==> config.mk <==
export PLATFORM = sky130hd
export DESIGN_NAME = nec_ir_decoder
export DESIGN_NICKNAME = d
export VERILOG_FILES = /design/src/rtl/nec_ir_decoder.sv
export SDC_FILE = /design/constraint.sdc
export NUM_CORES = 1
export LEC_CHECK = 0
export ABC_AREA = 1
export CORE_ASPECT_RATIO = 0.5
export CORE_MARGIN = 4
export CORE_UTILIZATION = 60
export DETAILED_ROUTE_END_ITERATION = 6
export GPL_TIMING_DRIVEN = 0
export MAX_ROUTING_LAYER = met4
export PLACE_DENSITY = 0.79
export SYNTH_ARGS = -nofsm -noshare
export SYNTH_HDL_FRONTEND = slang
export SYNTH_SLANG_ARGS = --single-unit
==> constraint.sdc <==
create_clock -name clk_in -period 3.68 [get_ports clk_in]
set_clock_uncertainty 0.1 [all_clocks]
set_input_delay 1.104 -clock clk_in [delete_from_list [all_inputs] [get_ports clk_in]]
set_output_delay 1.104 -clock clk_in [all_outputs]
set_load 0.03 [all_outputs]
==> src/rtl/nec_ir_decoder.sv <==
// NEC infrared remote decoder.
// Synchronises the demodulated receiver line, measures each mark/space width in
// microseconds and walks the NEC frame structure (leader, 32 data bits, stop mark,
// or the short repeat frame). Good data frames update ir_out; every malformed,
// out-of-window or timed-out frame produces a single error pulse.
module nec_ir_decoder #(
  parameter int unsigned CYCLES_PER_US = 74,
  parameter int unsigned TIMEOUT_US    = 12000,
  parameter bit          CHECK_CMD     = 1'b1
) (
  input  logic        clk_in,
  input  logic        rst_n_in,
  input  logic        ir_rx_in,
  output logic [31:0] ir_out,
  output logic        valid_out,
  output logic        repeat_out,
  output logic        error_out,
  output logic        busy_out
);

  localparam int unsigned PreW = (CYCLES_PER_US > 1) ? $clog2(CYCLES_PER_US) : 1;
  localparam logic [PreW-1:0] PreMax = PreW'(CYCLES_PER_US - 1);

  localparam logic [13:0] WidthMax = 14'h3FFF;
  localparam logic [13:0] Timeout  = 14'(TIMEOUT_US);

  // Width windows in microseconds, both ends inclusive.
  localparam logic [13:0] LeadMarkMin = 14'd8000;
  localparam logic [13:0] LeadMarkMax = 14'd10000;
  localparam logic [13:0] LeadDataMin = 14'd4000;
  localparam logic [13:0] LeadDataMax = 14'd5000;
  localparam logic [13:0] LeadRptMin  = 14'd2000;
  localparam logic [13:0] LeadRptMax  = 14'd2500;
  localparam logic [13:0] BitMarkMin  = 14'd400;
  localparam logic [13:0] BitMarkMax  = 14'd750;
  localparam logic [13:0] Space0Min   = 14'd400;
  localparam logic [13:0] Space0Max   = 14'd750;
  localparam logic [13:0] Space1Min   = 14'd1400;
  localparam logic [13:0] Space1Max   = 14'd1900;

  typedef enum logic [2:0] {
    StIdle,
    StLeadMark,
    StLeadSpace,
    StBitMark,
    StBitSpace,
    StStopMark,
    StRepeatStop
  } state_e;

  function automatic logic in_win(input logic [13:0] w, input logic [13:0] lo,
                                  input logic [13:0] hi);
    return (w >= lo) && (w <= hi);
  endfunction

  // Input path
  logic sync1_q, sync1_d;
  logic sync2_q, sync2_d;
  logic prev_q, prev_d;

  // Timing
  logic [PreW-1:0] pre_q, pre_d;
  logic [13:0]     width_q, width_d;

  // Frame state and datapath
  state_e      state_q, state_d;
  logic [31:0] shreg_q, shreg_d;
  logic [5:0]  bit_cnt_q, bit_cnt_d;
  logic [31:0] ir_q, ir_d;
  logic        have_frame_q, have_frame_d;
  logic        valid_q, valid_d;
  logic        repeat_q, repeat_d;
  logic        error_q, error_d;
  logic        busy_q, busy_d;

  // Decoded conditions
  logic edge_det, fall, rise, tick;
  logic lead_mark_win, lead_data_win, lead_rpt_win;
  logic bit_mark_win, space0_win, space1_win;
  logic edge_ok, bad_edge, timeout_hit, last_bit, cmd_ok;

  assign edge_det = sync2_q ^ prev_q;
  assign fall     = edge_det & ~sync2_q;
  assign rise     = edge_det & sync2_q;
  assign tick     = (pre_q == PreMax);

  assign lead_mark_win = in_win(width_q, LeadMarkMin, LeadMarkMax);
  assign lead_data_win = in_win(width_q, LeadDataMin, LeadDataMax);
  assign lead_rpt_win  = in_win(width_q, LeadRptMin, LeadRptMax);
  assign bit_mark_win  = in_win(width_q, BitMarkMin, BitMarkMax);
  assign space0_win    = in_win(width_q, Space0Min, Space0Max);
  assign space1_win    = in_win(width_q, Space1Min, Space1Max);

  assign last_bit = (bit_cnt_q == 6'd31);
  assign cmd_ok   = (shreg_q[15:8] == ~shreg_q[7:0]);

  // Input synchroniser followed by the edge-detect register
  always_comb begin
    sync1_d = ir_rx_in;
    sync2_d = sync1_q;
    prev_d  = sync2_q;
  end

  // Free-running microsecond prescaler and saturating width counter
  always_comb begin
    pre_d   = tick ? '0 : pre_q + 1'b1;
    width_d = width_q;
    if (edge_det) begin
      width_d = '0;
    end else if (tick && (width_q != WidthMax)) begin
      width_d = width_q + 14'd1;
    end
  end

  // Does the current edge have the expected direction and a width inside its window
  always_comb begin
    edge_ok = 1'b0;
    unique case (state_q)
      StIdle:                              edge_ok = 1'b0;
      StLeadMark:                          edge_ok = rise && lead_mark_win;
      StLeadSpace:                         edge_ok = fall && (lead_data_win || lead_rpt_win);
      StBitMark, StStopMark, StRepeatStop: edge_ok = rise && bit_mark_win;
      StBitSpace:                          edge_ok = fall && (space0_win || space1_win);
      default:                             edge_ok = 1'b0;
    endcase
  end

  assign bad_edge    = edge_det && (state_q != StIdle) && !edge_ok;
  assign timeout_hit = !edge_det && (state_q != StIdle) && (width_q == Timeout);

  // Next-state logic
  always_comb begin
    state_d = state_q;
    if (state_q == StIdle) begin
      if (fall) state_d = StLeadMark;
    end else if (bad_edge) begin
      // A malformed edge that starts a mark may be the leader of a fresh frame.
      state_d = fall ? StLeadMark : StIdle;
    end else if (timeout_hit) begin
      state_d = StIdle;
    end else if (edge_ok) begin
      unique case (state_q)
        StLeadMark:   state_d = StLeadSpace;
        StLeadSpace:  state_d = lead_data_win ? StBitMark : StRepeatStop;
        StBitMark:    state_d = StBitSpace;
        StBitSpace:   state_d = last_bit ? StStopMark : StBitMark;
        StStopMark:   state_d = StIdle;
        StRepeatStop: state_d = StIdle;
        default:      state_d = StIdle;
      endcase
    end
  end

  // Datapath updates and registered output pulses
  always_comb begin
    shreg_d      = shreg_q;
    bit_cnt_d    = bit_cnt_q;
    ir_d         = ir_q;
    have_frame_d = have_frame_q;
    valid_d      = 1'b0;
    repeat_d     = 1'b0;
    error_d      = 1'b0;
    if (bad_edge || timeout_hit) begin
      error_d = 1'b1;
    end else if (edge_ok) begin
      unique case (state_q)
        StLeadSpace: bit_cnt_d = '0;
        StBitSpace: begin
          shreg_d   = {shreg_q[30:0], space1_win};
          bit_cnt_d = bit_cnt_q + 6'd1;
        end
        StStopMark: begin
          if (!CHECK_CMD || cmd_ok) begin
            ir_d         = shreg_q;
            valid_d      = 1'b1;
            have_frame_d = 1'b1;
          end else begin
            error_d = 1'b1;
          end
        end
        // A repeat with no earlier good frame has nothing to repeat and is dropped.
        StRepeatStop: repeat_d = have_frame_q;
        default: ;
      endcase
    end
    busy_d = (state_d != StIdle);
  end

  // Input path registers; reset to the idle (high) line level
  always_ff @(posedge clk_in or negedge rst_n_in) begin
    if (!rst_n_in) begin
      sync1_q <= 1'b1;
      sync2_q <= 1'b1;
      prev_q  <= 1'b1;
    end else begin
      sync1_q <= sync1_d;
      sync2_q <= sync2_d;
      prev_q  <= prev_d;
    end
  end

  // Timing registers
  always_ff @(posedge clk_in or negedge rst_n_in) begin
    if (!rst_n_in) begin
      pre_q   <= '0;
      width_q <= '0;
    end else begin
      pre_q   <= pre_d;
      width_q <= width_d;
    end
  end

  // State register
  always_ff @(posedge clk_in or negedge rst_n_in) begin
    if (!rst_n_in) begin
      state_q <= StIdle;
    end else begin
      state_q <= state_d;
    end
  end

  // Datapath and output registers
  always_ff @(posedge clk_in or negedge rst_n_in) begin
    if (!rst_n_in) begin
      shreg_q      <= '0;
      bit_cnt_q    <= '0;
      ir_q         <= '0;
      have_frame_q <= 1'b0;
      valid_q      <= 1'b0;
      repeat_q     <= 1'b0;
      error_q      <= 1'b0;
      busy_q       <= 1'b0;
    end else begin
      shreg_q      <= shreg_d;
      bit_cnt_q    <= bit_cnt_d;
      ir_q         <= ir_d;
      have_frame_q <= have_frame_d;
      valid_q      <= valid_d;
      repeat_q     <= repeat_d;
      error_q      <= error_d;
      busy_q       <= busy_d;
    end
  end

  assign ir_out     = ir_q;
  assign valid_out  = valid_q;
  assign repeat_out = repeat_q;
  assign error_out  = error_q;
  assign busy_out   = busy_q;

endmodule

Word level (Yosys, flattened, before mapping)
Cells that the tools add are included.
{ "classes": {"reduce_logical": 28, "n_addsub": 3, "bitwise": 6, "n_mux": 25, "eq_ne": 11, "n_lt_le_gt_ge": 10} }
{ "ops": {"columns": ["operator", "count"], "rows": [
  ["$ge A14 B11 Y1 const B", 2],
  ["$mux W14", 2],
  ["$mux W3", 7],
  ["$add A14 B1 Y14 const B", 1],
  ["$eq A14 B14 Y1 const B", 1],
  ["$ge A14 B12 Y1 const B", 1],
  ["$ge A14 B13 Y1 const B", 1],
  ["$ge A14 B9 Y1 const B", 1],
  ["$le A14 B10 Y1 const B", 1],
  ["$le A14 B11 Y1 const B", 1],
  ["$le A14 B12 Y1 const B", 1],
  ["$le A14 B13 Y1 const B", 1],
  ["$le A14 B14 Y1 const B", 1],
  ["$logic_and A1 B1 Y1", 14],
  ["$ne A14 B14 Y1 const B", 1],
  ["$mux W1", 12],
  ["$pmux W3 S4", 1],
  ["$pmux W6 S2", 1],
  ["$eq A3 B3 Y1 const B", 3],
  ["$eq A8 B8 Y1", 1],
  ["$not A8 Y8", 1],
  ["$add A7 B1 Y7 const B", 1],
  ["$eq A7 B7 Y1 const B", 1],
  ["$mux W7", 1],
  ["16 further kinds", 25]
]} }
{ "totals": {"inputBits": 3, "register_bits": 102, "word_cells": 97} }

Depth between registers and ports, before layout
{ "logic_depth": {"ltp_word": 10, "depth_mapped": 18, "mapped_depth_nobuf": 17} }

Worst setup path before layout
Ideal clock, no wire load.
{ "synth_timing": {"kind": "register to register", "from": "reg prev_q", "to": "reg busy_q (netlist: busy_out)", "t_required_ps": 3458, "stages_incl_launch_ff": 11, "slack_ps": 1673, "arrival_ps": 1785, "setup_time_ps": 122, "path_cell_list": "dfstp_2 -> inv_1 -> ha_1 -> buf_2 -> inv_1 -> nor4_1 -> nand3_1 -> nand3_1 -> nor2_1 -> nor2_1 -> nand2_1"} }
{ "synth_between": {"elab_chain_len": 9, "elab_cells_between_ends": 21} }
{ "synth_rtl": {"columns": ["item", "line", "rtl"], "rows": [
  ["start: declaration", "59", "logic prev_q, prev_d;"],
  ["start signal: assignment", "198", "prev_q <= prev_d;"],
  ["$xor A1 B1 Y1 (*)", "82", "assign edge_det = sync2_q ^ prev_q;"],
  ["$and A1 B1 Y1 (on tied branches)", "83, 84", null],
  ["$logic_and A1 B1 Y1 (on tied branches)", null, null],
  ["$pmux W1 S4", "118", "unique case (state_q)"],
  ["$mux W3 / $logic_not A1 Y1 (equally long branches)", "141, 128", null],
  ["$mux W3 / $logic_and A1 B1 Y1 (equally long branches)", "139, 128", null],
  ["$mux W3", "136", "end else if (bad_edge) begin"],
  ["$mux W3 (*)", "134", "if (state_q == StIdle) begin"],
  ["$reduce_bool A3 Y1 (*)", "186", "busy_d = (state_d != StIdle);"],
  ["via busy_d", "74", "logic busy_q, busy_d;"],
  ["end signal: assignment", "241", "busy_q <= busy_d;"],
  ["end: declaration", "74", null]
]} }
The timed path passes the listed nets; every way through them passes the cells marked *.
A chain may end at the register's enable or synchronous reset.

Final worst setup path
{ "layout_timing": {"from": "reg ir_q[15] (netlist: ir_out[15])", "to": "out ir_out[15]"} }
{ "layout_rtl": {"columns": ["item", "line", "rtl"], "rows": [
  ["start: declaration", "69", "logic [31:0] ir_q, ir_d;"],
  ["start signal: assignment", "236", "ir_q <= ir_d;"],
  ["end: declaration", "14", "output logic [31:0] ir_out,"]
]} }
No word-level cell between the ends.

==> results.json <==
{
  "clock_sinks": 102,
  "grt_max_degree": 72,
  "cp_max_fo": 2,
  "grt_remaining_overflow": 0,
  "crit_buf_inv": 1,
  "drt_iter0_markers": 336,
  "synthDominantCellAreaShare": 0.478,
  "highest_layer": "met4",
  "die_h_microns": 73.7,
  "diodes": 0,
  "ant_nets": 0,
  "crit_slowest_cell": "clkdlybuf4s50_1",
  "clk_path_buf_depth": 2,
  "ys_types": 37,
  "viasPerCell": 5.32,
  "setup_ws_ns": 1.04,
  "synthCells": 604,
  "antenna_found_initial": 0,
  "grt_pass1_vias": 4042,
  "m1WireLength_microns": 5190,
  "critPathKind": "reg2out",
  "status": "completed",
  "period_share": 0.717,
  "wl_met2_microns": 5320,
  "async_flop_share": 1.00,
  "cts_setup_buffers": 0,
  "top_level_ports": 39,
  "post-route-drc-count": 0,
  "die_area_sq_um": 10300,
  "cts_resized": 0,
  "holdPathStages": 0,
  "wl_met3_microns": 624,
  "wl_per_cell_microns": 14.6,
  "portBuffers": 38,
  "p_leak_nw": 2.74,
  "fin_crit_ns": 2.64,
  "avgSynthCellArea_sq_um": 8.58,
  "ys_warn_count": 0,
  "syn_area_sq_um": 5180,
  "first_pass_iters": 5,
  "cp-end-kind": "primary output",
  "die_w_microns": 139,
  "setup_viol": 0,
  "maxCapViolCount": 0,
  "vias": 4101,
  "cts-root-buf": "clkbuf_16",
  "start_kind": "register",
  "arrival_ns": 1.43,
  "coreArea_sq_um": 8200,
  "cts_tree": "yes",
  "worstMarginPinSlew_ns": 0.637,
  "drive_gt1_frac": 0.184,
  "final_max_slew_viol_count": 0,
  "worst-r2r-cell-count": 10,
  "cts_buffers": 9,
  "rows": 23,
  "ys.flop_type": "dfrtp_1",
  "grt_pass1_wl_microns": 19600,
  "yosysSeqAreaShare": 0.493,
  "rrSetupSlack_ns": 1.06,
  "synth-edff-count": 0,
  "critical_path.max_stage_delay_ns": 0.69,
  "crit_family": "buffers and inverters",
  "clk_latency_ns": 0.35,
  "start_util": 0.632,
  "timing.rr.start": "prev_q",
  "clk_pin_slew_ns": 0.07,
  "reg2reg_to": "busy_out",
  "yosys-top-cells-area": "dfrtp_1, nand2_1, o21ai_2, inv_1, nor2_1",
  "whs_endpoint": "prev_d",
  "ys_ff_latch": 102,
  "slew_headroom": 0.572,
  "hold_buffers": 0,
  "post-dp-hpwl_microns": 8050,
  "worstHoldStart": "sync1_q",
  "finalHoldViolations": 0,
  "wl_microns": 11200,
  "syn2layout_area_growth_pct": 16.3,
  "cp_cell_sequence": "clkdlybuf4s50_1",
  "post-route-util": 0.735,
  "fmax_ghz": 0.379,
  "power_density_nw_per_um2": 354,
  "rsz0062_at_grt": "false",
  "hold_class": "reg2reg",
  "synth_top_cell_by_area": "dfrtp_1",
  "track_usage": 0.249,
  "syn-num-nets": 614,
  "dp_slack_ns": 1.11,
  "htreeDepth": 3,
  "place_congestion": 0.925,
  "nets": 664,
  "required_ns": 2.48,
  "ir_worst_vdd_mv": 0.234
}
## layout make-up
cell class | count | area, sq um
Inverter | 84 | 315
Buffer | 20 | 171
Clock buffer | 10 | 239
Timing Repair Buffer | 39 | 405
Clock inverter | 6 | 62.6
Sequential cell | 102 | 2560
Tap cell | 112 | 140
Multi-Input combinational cell | 398 | 2140
Fill cell | 658 | 2170
## cell usage in the layout (no fill, tap or decap), types with 3 or more instances in the layout
cell,instances
xor2_1,5
inv_2,10
o21ai_0,31
o21ai_2,32
a211oi_1,5
dfrtp_1,99
nor4_1,4
buf_2,7
nand2_1,140
clkdlybuf4s50_1,37
nor2_2,5
buf_4,4
nand3b_1,3
nand2_2,21
nor2_1,47
inv_6,3
o21ai_1,13
clkbuf_16,9
buf_6,7
xnor2_1,9
nand2_4,3
nor3_1,10
a21oi_1,13
ha_1,7
dfstp_2,3
inv_1,74
nand3_1,31
## worst max path at each step
| stage | from | endpoint | slack (ns) | cells after the start |
|---|---|---|---|---|
| 4_1_cts | ir_out[15] | ir_out[15] | 1.03 | 1 |
| 5_1_grt | prev_q | busy_out | 0.81 | 10 |
| 3_5_place_dp | prev_q | busy_out | 1.11 | 10 |
| 2_1_floorplan | prev_q | busy_out | 1.67 | 10 |
| 3_3_place_gp | rst_n_in | ir_out[20] | -2.33 | 1 |
| 6_report | ir_out[15] | ir_out[15] | 1.04 | 1 |
## power breakdown
group	switching (mW)	internal, mW
registers	0.00343	1.13
clock network	0.452	0.497
logic	0.0437	0.0151
## layer usage
layer | up-vias | track usage
met2 | 124 | 0.401
met4 | 0 | 0.0629
met5 | - | -
met3 | 14 | 0.0598
li1 | 2019 | -
met1 | 1944 | 0.325
## Yosys cell counts, drive strengths merged (3+ instances only)
library cell	n
xnor2	9
inv	84
nor3	12
nor2	54
nor4	5
a211oi	5
xor2	5
nand4	3
nand3b	3
o21ai	76
dfrtp	99
a21oi	14
buf	19
ha	7
nand3	33
dfstp	3
nand2	164
## logic make-up after synthesis
group           count (synthesis)  share of synthesized area
flops                         102                      0.493
xor+xnor                       14                     0.0237
compound gates                101                      0.126
fa+ha+maj                       7                     0.0169
simple gates                  276                      0.246
buf+inv                       104                     0.0939
## flip-flops by register name, summed over array words and instances (netlist names)
register and flops:
busy_out 1, prev_d 1, pre_q 7, shreg_q 32, prev_q 1, have_frame_q 1
repeat_out 1, valid_out 1, state_q 3, bit_cnt_q 6, error_out 1, width_q 14
ir_out 32, sync1_q 1
## stage by stage
stage | total power [mW] | std cells | setup TNS (ns) | hold slack, ns | cell area, sq um
6_report | 2.14 | 771 | 0 | 0.259 | 6030
5_1_grt | 2.22 | 771 | 0 | 0.265 | 6030
4_1_cts | 2.15 | 771 | 0 | 0.262 | 6030
3_5_place_dp | 1.21 | 755 | 0 | 0.248 | 5730
3_3_place_gp | 1.21 | 754 | -233.57 | 0.246 | 5700
2_1_floorplan | 1.17 | 604 | 0 | 0.245 | 5180
(Power assumes the default switching activity.)
